### config.mk
export PLATFORM = sky130hd
export DESIGN_NAME = seq_stage_controller
export DESIGN_NICKNAME = d
export VERILOG_FILES = /design/src/rtl/y86_pkg.sv /design/src/rtl/y86_cond_eval.sv /design/src/rtl/seq_stage_controller.sv
export SDC_FILE = /design/constraint.sdc
export NUM_CORES = 1
export LEC_CHECK = 0
export CORE_MARGIN = 3
export CORE_UTILIZATION = 50
export CTS_BUF_LIST = sky130_fd_sc_hd__clkbuf_4
export DETAILED_ROUTE_END_ITERATION = 7
export GPL_TIMING_DRIVEN = 1
export PLACE_DENSITY = 0.92
export SLEW_MARGIN = 20
export SYNTH_ARGS = -nofsm -noshare
export SYNTH_HDL_FRONTEND = slang
export SYNTH_SLANG_ARGS = --single-unit
### constraint.sdc
create_clock -name clk -period 2.05 [get_ports clk]
set_input_delay 0.3075 -clock clk [delete_from_list [all_inputs] [get_ports clk]]
set_output_delay 0.3075 -clock clk [all_outputs]
set_load 0.005 [all_outputs]
### src/rtl/y86_pkg.sv
// Shared definitions for the SEQ Y86-64 sequencer: instruction codes,
// status codes, the sequencer state encoding and a decode helper.
package y86_pkg;

    // Instruction codes (icode field of the first instruction byte)
    localparam logic [3:0] IHALT   = 4'h0;
    localparam logic [3:0] INOP    = 4'h1;
    localparam logic [3:0] IRRMOVQ = 4'h2;
    localparam logic [3:0] IIRMOVQ = 4'h3;
    localparam logic [3:0] IRMMOVQ = 4'h4;
    localparam logic [3:0] IMRMOVQ = 4'h5;
    localparam logic [3:0] IOPQ    = 4'h6;
    localparam logic [3:0] IJXX    = 4'h7;
    localparam logic [3:0] ICALL   = 4'h8;
    localparam logic [3:0] IRET    = 4'h9;
    localparam logic [3:0] IPUSHQ  = 4'hA;
    localparam logic [3:0] IPOPQ   = 4'hB;

    // Processor status codes
    localparam logic [2:0] STAT_AOK = 3'd1;
    localparam logic [2:0] STAT_HLT = 3'd2;
    localparam logic [2:0] STAT_ADR = 3'd3;
    localparam logic [2:0] STAT_INS = 3'd4;

    // Sequencer states
    typedef enum logic [2:0] {
        ST_IDLE      = 3'd0,
        ST_FETCH     = 3'd1,
        ST_DECODE    = 3'd2,
        ST_EXECUTE   = 3'd3,
        ST_MEMORY    = 3'd4,
        ST_WRITEBACK = 3'd5,
        ST_PCUPD     = 3'd6,
        ST_HALT      = 3'd7
    } state_t;

    // Instructions that touch data memory and therefore wait on mem_ready
    function automatic logic needs_mem(input logic [3:0] icode);
        case (icode)
            IRMMOVQ, IMRMOVQ, ICALL, IRET, IPUSHQ, IPOPQ: needs_mem = 1'b1;
            default:                                      needs_mem = 1'b0;
        endcase
    endfunction

endpackage

### src/rtl/y86_cond_eval.sv
// Branch / conditional-move condition evaluator. Purely combinational:
// maps the function code and the ZF/SF/OF flags to the jXX/cmovXX outcome.
module y86_cond_eval
    import y86_pkg::*;
(
    input  logic [3:0] ifun,
    input  logic       zf,
    input  logic       sf,
    input  logic       of,
    output logic       cond
);

    logic lt;

    assign lt = sf ^ of;

    // Decode the condition selected by ifun; undefined codes never take
    always_comb begin
        cond = 1'b0;
        case (ifun)
            4'h0:    cond = 1'b1;          // unconditional
            4'h1:    cond = lt | zf;       // le
            4'h2:    cond = lt;            // l
            4'h3:    cond = zf;            // e
            4'h4:    cond = ~zf;           // ne
            4'h5:    cond = ~lt;           // ge
            4'h6:    cond = ~lt & ~zf;     // g
            default: cond = 1'b0;
        endcase
    end

endmodule

### src/rtl/seq_stage_controller.sv
// Multi-cycle SEQ Y86-64 sequencer. Walks each instruction through
// fetch/decode/execute/memory/write-back/PC-update with one-hot stage
// strobes, owns the condition-code register, registers the jXX/cmovXX
// condition and tracks processor status and retired-instruction count.
//
// Handshakes: instr_valid (fetch) and mem_ready (data memory) are
// completion indications sampled on the rising clock edge while the
// sequencer sits in FETCH or MEMORY respectively; the stage advances on
// the first edge where the signal is high, and the companion inputs
// (icode/ifun/imem_error, dmem_error) are only looked at on that edge.
module seq_stage_controller
    import y86_pkg::*;
(
    input  logic        clk,
    input  logic        rst_n,
    input  logic        start,
    input  logic        instr_valid,
    input  logic [3:0]  icode,
    input  logic [3:0]  ifun,
    input  logic        imem_error,
    input  logic        mem_ready,
    input  logic        dmem_error,
    input  logic        alu_zf,
    input  logic        alu_sf,
    input  logic        alu_of,
    output logic        fetch_en,
    output logic        decode_en,
    output logic        exec_en,
    output logic        mem_en,
    output logic        wb_en,
    output logic        pc_en,
    output logic        cc_zf,
    output logic        cc_sf,
    output logic        cc_of,
    output logic        cnd,
    output logic [2:0]  stat,
    output logic        halted,
    output logic [31:0] retired,
    output state_t      dbg_state
);

    state_t      state;
    state_t      state_n;
    logic [2:0]  stat_n;
    logic [3:0]  icode_q;
    logic [3:0]  ifun_q;
    logic        cond;
    logic        cond_used;

    assign dbg_state = state;

    // Condition from the CC as it stood before this instruction's execute
    y86_cond_eval u_cond_eval (
        .ifun (ifun_q),
        .zf   (cc_zf),
        .sf   (cc_sf),
        .of   (cc_of),
        .cond (cond)
    );

    // Only cmovXX and jXX consume the condition; everything else reports 0
    assign cond_used = ((icode_q == IRRMOVQ) || (icode_q == IJXX)) ? cond : 1'b0;

    // State register
    always_ff @(posedge clk or negedge rst_n) begin
        if (!rst_n) begin
            state <= ST_IDLE;
        end else begin
            state <= state_n;
        end
    end

    // Next-state and next-status selection
    always_comb begin
        state_n = state;
        stat_n  = stat;
        case (state)
            ST_IDLE: begin
                if (start) begin
                    state_n = ST_FETCH;
                end
            end
            ST_FETCH: begin
                if (instr_valid) begin
                    if (imem_error) begin
                        state_n = ST_HALT;
                        stat_n  = STAT_ADR;
                    end else if (icode > IPOPQ) begin
                        state_n = ST_HALT;
                        stat_n  = STAT_INS;
                    end else if (icode == IHALT) begin
                        state_n = ST_HALT;
                        stat_n  = STAT_HLT;
                    end else begin
                        state_n = ST_DECODE;
                    end
                end
            end
            ST_DECODE: begin
                state_n = ST_EXECUTE;
            end
            ST_EXECUTE: begin
                state_n = ST_MEMORY;
            end
            ST_MEMORY: begin
                if (needs_mem(icode_q)) begin
                    if (mem_ready) begin
                        if (dmem_error) begin
                            state_n = ST_HALT;
                            stat_n  = STAT_ADR;
                        end else begin
                            state_n = ST_WRITEBACK;
                        end
                    end
                end else begin
                    state_n = ST_WRITEBACK;
                end
            end
            ST_WRITEBACK: begin
                state_n = ST_PCUPD;
            end
            ST_PCUPD: begin
                state_n = ST_FETCH;
            end
            ST_HALT: begin
                state_n = ST_HALT;
            end
            default: begin
                state_n = ST_IDLE;
            end
        endcase
    end

    // Stage strobes and halted flag decoded straight from the state
    always_comb begin
        fetch_en  = 1'b0;
        decode_en = 1'b0;
        exec_en   = 1'b0;
        mem_en    = 1'b0;
        wb_en     = 1'b0;
        pc_en     = 1'b0;
        halted    = 1'b0;
        case (state)
            ST_FETCH:     fetch_en  = 1'b1;
            ST_DECODE:    decode_en = 1'b1;
            ST_EXECUTE:   exec_en   = 1'b1;
            ST_MEMORY:    mem_en    = 1'b1;
            ST_WRITEBACK: wb_en     = 1'b1;
            ST_PCUPD:     pc_en     = 1'b1;
            ST_HALT:      halted    = 1'b1;
            default:      ;
        endcase
    end

    // Latch the instruction codes on the accepting fetch edge
    always_ff @(posedge clk or negedge rst_n) begin
        if (!rst_n) begin
            icode_q <= INOP;
            ifun_q  <= 4'h0;
        end else if ((state == ST_FETCH) && instr_valid) begin
            icode_q <= icode;
            ifun_q  <= ifun;
        end
    end

    // Condition-code register and registered condition, updated leaving EXECUTE
    always_ff @(posedge clk or negedge rst_n) begin
        if (!rst_n) begin
            cc_zf <= 1'b1;
            cc_sf <= 1'b0;
            cc_of <= 1'b0;
            cnd   <= 1'b0;
        end else if (state == ST_EXECUTE) begin
            cnd <= cond_used;
            if (icode_q == IOPQ) begin
                cc_zf <= alu_zf;
                cc_sf <= alu_sf;
                cc_of <= alu_of;
            end
        end
    end

    // Processor status register
    always_ff @(posedge clk or negedge rst_n) begin
        if (!rst_n) begin
            stat <= STAT_AOK;
        end else begin
            stat <= stat_n;
        end
    end

    // Retired-instruction counter, bumped as PC update completes
    always_ff @(posedge clk or negedge rst_n) begin
        if (!rst_n) begin
            retired <= 32'd0;
        end else if (state == ST_PCUPD) begin
            retired <= retired + 32'd1;
        end
    end

endmodule

==> run metrics, run 1 <==
status=completed; RSZ-0062 raised after global routing=no; Final Cycle Share=0.9501; TritonCTS Sinks=50; core area=0.004534 mm^2; multiplexer area fraction after synthesis=0.06352; Hold Path Class=input pin to asynchronous set/reset pin; Post-synth ARST share=1.000; main combinational cell family by area after synthesis=simple AND/OR/NAND/NOR gates; met3 Usage GRT=0.05277; via density per instance=around 5.5; gr usage total=0.2160; final WL=between 5 and 6 mm; sequential share of the synthesized area=0.5138; Vias=approximately 2000; max cap viols=0; final hold vios=0; syn_area_per_cell=approximately 11 um^2; clk slew on worst S/H paths=140 ps; RePlAce Congestion=0.7941; Area Growth Syn to Fin=35.66%; Worst Path Max Fanout=8; Post-Synth Simple-Gate Area=0.2295; 1st-iter DRT viols=103; Post-synth EDFFs=0; synthesized area=0.002442 mm^2; number of global-route vias before repair=2016; Achievable Freq=a little over 500 MHz; die span in x=75.89 um; Bufs on Longest Clock Path=2; maximum VDD drop=0.3567 mV; CTS tree=done; Setup violations, final=0; ant diodes=0; sum of negative setup slack=0 ps; crit path DAT=1640 ps; Adder-Cell Fraction of Synth Area=0.005123; CP startpoint kind=register; clock latency on the worst-skew pair=360 ps; Worst Setup Path Type=register to output port; GR Util met2=0.3546; cells after synthesis=222; DRC errors left=0; global-route wire length before repair=approximately 9.4 mm; largest net degree at the start of global routing=28; Max-slew headroom=0.5736; crit end category=output port; Worst-Margin Slew=about 640 ps; FF+latch count, synth=50; Synth warnings=0; Synth Area in XOR/XNOR=0.1183; Starting Density=0.5386; # H-tree levels=2; layout cells sized above 1=0.1433; ANT nets after route=0; GR peak layer=met2; WHS=about 480 ps; wire per inst=15.38 um; post-synthesis compound-gate area fraction=0.04764; HPWL Detailed=around 4.3 mm; PortBufs=66; Pwr per Cell Area=457.6 mW/mm^2; Net Count, Synth=241; Pins Over Slew Limit=0; total grt overflow=0; die area=~0.0058 mm^2; Row Count=24; initial antenna violation count=0; met1 GRT Util=0.2822; Leakage=1.462 nW; number of distinct library cells after synthesis=44; Layout Nets=318; first drt pass iteration count=4; total CTS buffers=5; Synth Flop Type=dfrtp_1; clk root buf=clkbuf_4; io pins=67; die height=roughly 76 um; critical path required time=roughly 1700 ps; minimum clock period=between 1500 and 2000 ps; Max Clock Skew=8.509 ps
[path summary, 6_finish.rpt]
path | start | endpoint | slack (ps) | depth (start not counted)
min in group clk | stat[0] | stat[0] | 480 | 2
hold / removal | rst_n | cc_sf | 480 | 2
setup reg to reg | retired[3] | retired[31] | 250 | 4
setup / recovery | dbg_state[0] | halted | 100 | 4
hold reg to reg | stat[0] | stat[0] | 480 | 2
max in group asynchronous | rst_n | retired[16] | 1010 | 3
[state kept, by name, summed over array words and instances, names as in the netlist, 3 cells and up]
| signal | flops |
|---|---|
| ifun_q | 4 |
| icode_q | 4 |
| stat | 3 |
| dbg_state | 3 |
| retired | 32 |
[repair_timing]
| action | CTS | global route |
|---|---|---|
| pin swaps | 1 | 0 |
| setup endpoints to repair | 6 | 3 |
| gates resized for setup | 14 | 2 |
| hold endpoints to repair | 23 | 0 |
| hold buffers | 1 | 0 |
| gates cloned | 0 | 0 |
| buffers inserted | 2 | 0 |
[cells in the final DEF (no fill, tap or decap), drive strengths merged, types with 2 or more instances in the layout]
| cell | instances |
|---|---|
| a21oi | 2 |
| and2 | 6 |
| and3 | 2 |
| and4 | 4 |
| buf | 8 |
| clkbuf | 5 |
| clkdlybuf4s50 | 59 |
| clkinv | 2 |
| dfrtp | 47 |
| dfstp | 3 |
| dlygate4sd2 | 5 |
| inv | 10 |
| mux2 | 12 |
| mux2i | 2 |
| nand2 | 17 |
| nand2b | 2 |
| nand3 | 8 |
| nand4 | 15 |
| nor2 | 12 |
| nor3 | 6 |
| nor3b | 3 |
| nor4 | 6 |
| o21ai | 5 |
| o311ai | 2 |
| o31ai | 2 |
| or3 | 2 |
| or3b | 2 |
| xnor2 | 23 |
| xor2 | 10 |
[Yosys cell counts, types with 4 or more instances]
| cell type | instances | area (um^2) |
|---|---|---|
| xnor2_1 | 23 | 201.4 |
| mux2_2 | 12 | 135.1 |
| nor4_1 | 4 | 25.02 |
| dfrtp_1 | 47 | 1176 |
| xor2_1 | 10 | 87.58 |
| nand4_1 | 14 | 87.58 |
| and4_1 | 4 | 35.03 |
| and2_1 | 6 | 37.54 |
| nor2_1 | 12 | 45.04 |
| nor3_1 | 6 | 30.03 |
| nand2_1 | 16 | 60.06 |
| inv_1 | 10 | 37.54 |
| nand3_1 | 8 | 40.04 |
| o21ai_0 | 5 | 25.02 |
[stage by stage]
step	cell area (um^2)	util	instances	worst slack, ps	power, mW
after floorplan	2442	-	222	361.2	1.029
after global placement	3221	0.7103	355	216.0	1.100
after detailed placement	3221	0.7103	355	141.1	1.102
after CTS	3314	0.7310	366	4.618	1.529
after global routing	3313	0.7307	365	18.86	1.590
final	3313	0.7307	365	102.2	1.516
[logic make-up after synthesis]
| family | Yosys count |
|---|---|
| simple gates | 93 |
| fa+ha+maj | 1 |
| compound gates | 17 |
| buf+inv | 14 |
| xor+xnor | 33 |
| mux | 14 |
| flops | 50 |
[power breakdown]
part	switching, mW	total (mW)	internal, mW
clock network	0.305	0.434	0.128
logic	0.0365	0.0849	0.0484
registers	0.00446	0.998	0.993
[worst max-delay path: stages, from the launching register on]
cell,delay [ps]
dfrtp_1,400
buf_4,180
inv_2,70
nor2_1,120
clkdlybuf4s50_1,510
[cell type report]
type                            instances  area, um^2
Fill cell                             319        1221
Sequential cell                        50        1255
Clock inverter                          3       16.27
Clock buffer                            5       37.54
Timing Repair Buffer                   74       734.5
Tap cell                               65       81.33
Inverter                               10       37.54
Multi-Input combinational cell        158        1151
[per-layer routing]
layer | share of wire | up-vias
li1 | - | 951
met1 | 0.44 | 970
met2 | 0.50 | 60
met3 | 0.048 | 13
met4 | 0.017 | 0
met5 | 0 | -
Note: power is estimated with default switching activity, not from simulation.
==> run 2, diff against run 1 <==
--- a/config.mk
+++ b/config.mk
@@ -10,7 +10,7 @@
 export CTS_BUF_LIST = sky130_fd_sc_hd__clkbuf_4
 export DETAILED_ROUTE_END_ITERATION = 7
 export GPL_TIMING_DRIVEN = 1
-export PLACE_DENSITY = 0.92
+export PLACE_DENSITY = 0.83
 export SLEW_MARGIN = 20
 export SYNTH_ARGS = -nofsm -noshare
 export SYNTH_HDL_FRONTEND = slang
==> run metrics, run 2 (synthesis gave the netlist of run 1 again) <==
status=completed (unchanged); Setup violations, final=0 (unchanged); Largest register FFs=32 (unchanged); FF/Latch Area=0.001255 mm^2 (unchanged); Worst Setup Path Type=register to output port (unchanged); ANT nets after route=0 (unchanged); Pins Over Slew Limit=0 (unchanged); Pwr per Cell Area=457.6 mW/mm^2 (about the same); via density per instance=5.313 (was 5.463); die area=0.005759 mm^2 (unchanged); RePlAce Congestion=0.8770 (was 0.7941); slowest stage delay, CP=520 ps (was 510 ps); Most flops, register=retired (unchanged); commonest non-fill, non-tap cells in the layout=clkdlybuf4s50_1 (61), dfrtp_1 (47), xnor2_1 (23) (was clkdlybuf4s50_1 (59), dfrtp_1 (47), xnor2_1 (23)); largest net degree at the start of global routing=20 (was 28); crit end category=output port (unchanged); layout cells sized above 1=0.1667 (was 0.1433); crit path DAT=1690 ps (was 1640 ps); Power Total=1.535 mW (was 1.516 mW); number of global-route vias before repair=1925 (was 2016); clk root buf=clkbuf_4 (unchanged); Max Clock Skew=7.099 ps (was 8.509 ps); CP max stage cell=clkdlybuf4s50_1 (unchanged); Sw Ratio=0.2071 (was 0.2284); gr usage total=0.2054 (was 0.2160); core area=0.004534 mm^2 (unchanged); total grt overflow=0 (unchanged); clock share of power=0.296 (was 0.286); CTS tree=done (unchanged); clock latency on the worst-skew pair=340 ps (was 360 ps); Final Cycle Share=0.9733 (was 0.9501); Vias=1971 (was 1994); global-route wire length before repair=9.011 mm (was 9.390 mm); Comb pwr share=0.054 (was 0.056); minimum clock period=1995 ps (was 1948 ps); final WL=5.610 mm (was 5.614 mm); clk slew on worst S/H paths=130 ps (was 140 ps); Achievable Freq=501.2 MHz (was 513.4 MHz); wire per inst=15.12 um (was 15.38 um); Layout Nets=324 (was 318); largest registers=retired (32), icode_q (4), ifun_q (4) (unchanged); Bufs on Longest Clock Path=2 (unchanged); CP startpoint kind=register (unchanged); die span in x=75.89 um (unchanged); critical-path cell list=buf_6 > nand2_2 > nor2_4 > clkdlybuf4s50_1 (was buf_4 > inv_2 > nor2_1 > clkdlybuf4s50_1); Worst Path Buf+Inv=2 (was 3); die height=75.89 um (unchanged); initial antenna violation count=0 (unchanged); Starting Density=0.5386 (unchanged); Max-slew headroom=0.7065 (was 0.5736); Worst-Margin Slew=436.2 ps (was 639.7 ps); Row Count=24 (unchanged); io pins=67 (unchanged); Int Power=1.217 mW (was 1.170 mW); 1st-iter DRT viols=82 (was 103); final instance area=0.003354 mm^2 (was 0.003313 mm^2); Multi-input gate area=0.001151 mm^2 (unchanged); Worst Path Max Fanout=6 (was 8); share of power burned in registers=0.650 (was 0.658); TritonCTS Sinks=50 (unchanged); most common cell after layout, fill and taps aside=clkdlybuf4s50_1 (unchanged); PortBufs=66 (unchanged); dpl cell area=0.003231 mm^2 (was 0.003221 mm^2); Leakage=1.486 nW (was 1.462 nW); first drt pass iteration count=4 (unchanged); Top delay family on crit path=buffers and inverters (unchanged); max cap viols=0 (unchanged); DRC errors left=0 (unchanged); HPWL Detailed=4.233 mm (was 4.331 mm); maximum VDD drop=0.4254 mV (was 0.3567 mV); Area Growth Syn to Fin=37.35% (was 35.66%); total CTS buffers=5 (unchanged); ant diodes=0 (unchanged); Hold Path Class=input pin to asynchronous set/reset pin (unchanged); final hold vios=0 (unchanged); # fillers=337 (was 319); P_sw=0.3179 mW (was 0.3463 mW); # H-tree levels=2 (unchanged); critical path required time=1740 ps (about the same)
[run 2: cell count changes in the layout (fill, tap and decap cells not counted)]
cell / change
or2_2: +1
clkdlybuf4s50_1: +2
nor2_2: +1
or2_4: -1
clkinv_1: -1
dlygate4sd2_1: -2
nor2_1: -1
buf_12: -1
clkbuf_4: +3
clkinv_2: -1
clkinvlp_4: -1
buf_4: +7
[run 2: worst paths after layout]
path | slack [ps] | cells after the start | endpoint | startpoint
worst min register to register | 480 | 2 | stat[0] | stat[0]
worst max register to register | 200 | 4 | retired[31] | retired[3]
worst max-delay path | 50 | 4 | pc_en | dbg_state[1]
worst min-delay path | 370 | 2 | retired[3] | rst_n
max in group asynchronous | 1060 | 3 | icode_q[0] | rst_n
min in group clk | 480 | 2 | stat[0] | stat[0]
[run 2: routing by layer]
metal,vias to the layer above,track usage,part of all wire
li1,959,-,-
met1,950,0.2807,0.45
met2,53,0.3365,0.49
met3,9,0.03562,0.047
met4,0,0.05825,0.014
met5,-,0,0
[run 2: power by group through the flow]
stage	combinational, mW	sequential, mW	clock, mW
final	0.0834	0.997	0.455
after floorplan	0.0125	1.02	0
after global routing	0.0938	0.998	0.509
after CTS	0.0851	0.997	0.464
after detailed placement	0.0833	1.02	0
after global placement	0.0818	1.02	0
[run 2: area by class of cell]
class	count	share of cell area
well taps	65	0.02424
inverters	10	0.01119
repair buffers	80	0.2294
flip-flops and latches	50	0.3741
clock buffers	8	0.01790
multi-input cells	158	0.3432
[run 2: repair_timing]
| item | in CTS | in global routing |
|---|---|---|
| pin swaps | 1 | 1 |
| resized for setup | 9 | 5 |
| endpoints found under the hold margin | 12 | 0 |
| setup endpoints to repair | 4 | 4 |
| hold buffers | 1 | 0 |
| setup buffers | 1 | 3 |
[run 2: per-stage QoR]
step / hold slack (ps) / instances / util / setup TNS, ps / setup slack (ps)
global route: 398.5 / 371 / 0.7398 / -70.09 / -50.31
global placement: 222.3 / 358 / 0.7125 / 0 / 182.4
detailed placement: 224.5 / 358 / 0.7125 / 0 / 147.7
CTS: 381.7 / 368 / 0.7318 / 0 / 11.00
floorplan: 11.91 / 222 / - / 0 / 361.2
finish: 370.3 / 371 / 0.7398 / 0 / 54.81
==> run 3, diff against run 2 <==
--- a/config.mk
+++ b/config.mk
@@ -10,6 +10,7 @@
 export CTS_BUF_LIST = sky130_fd_sc_hd__clkbuf_4
 export DETAILED_ROUTE_END_ITERATION = 7
 export GPL_TIMING_DRIVEN = 1
+export HOLD_SLACK_MARGIN = 0.06
 export PLACE_DENSITY = 0.83
 export SLEW_MARGIN = 20
 export SYNTH_ARGS = -nofsm -noshare
==> results of run 3 <==
No change in the layout: final DEF, timing and power equal those of run 2.
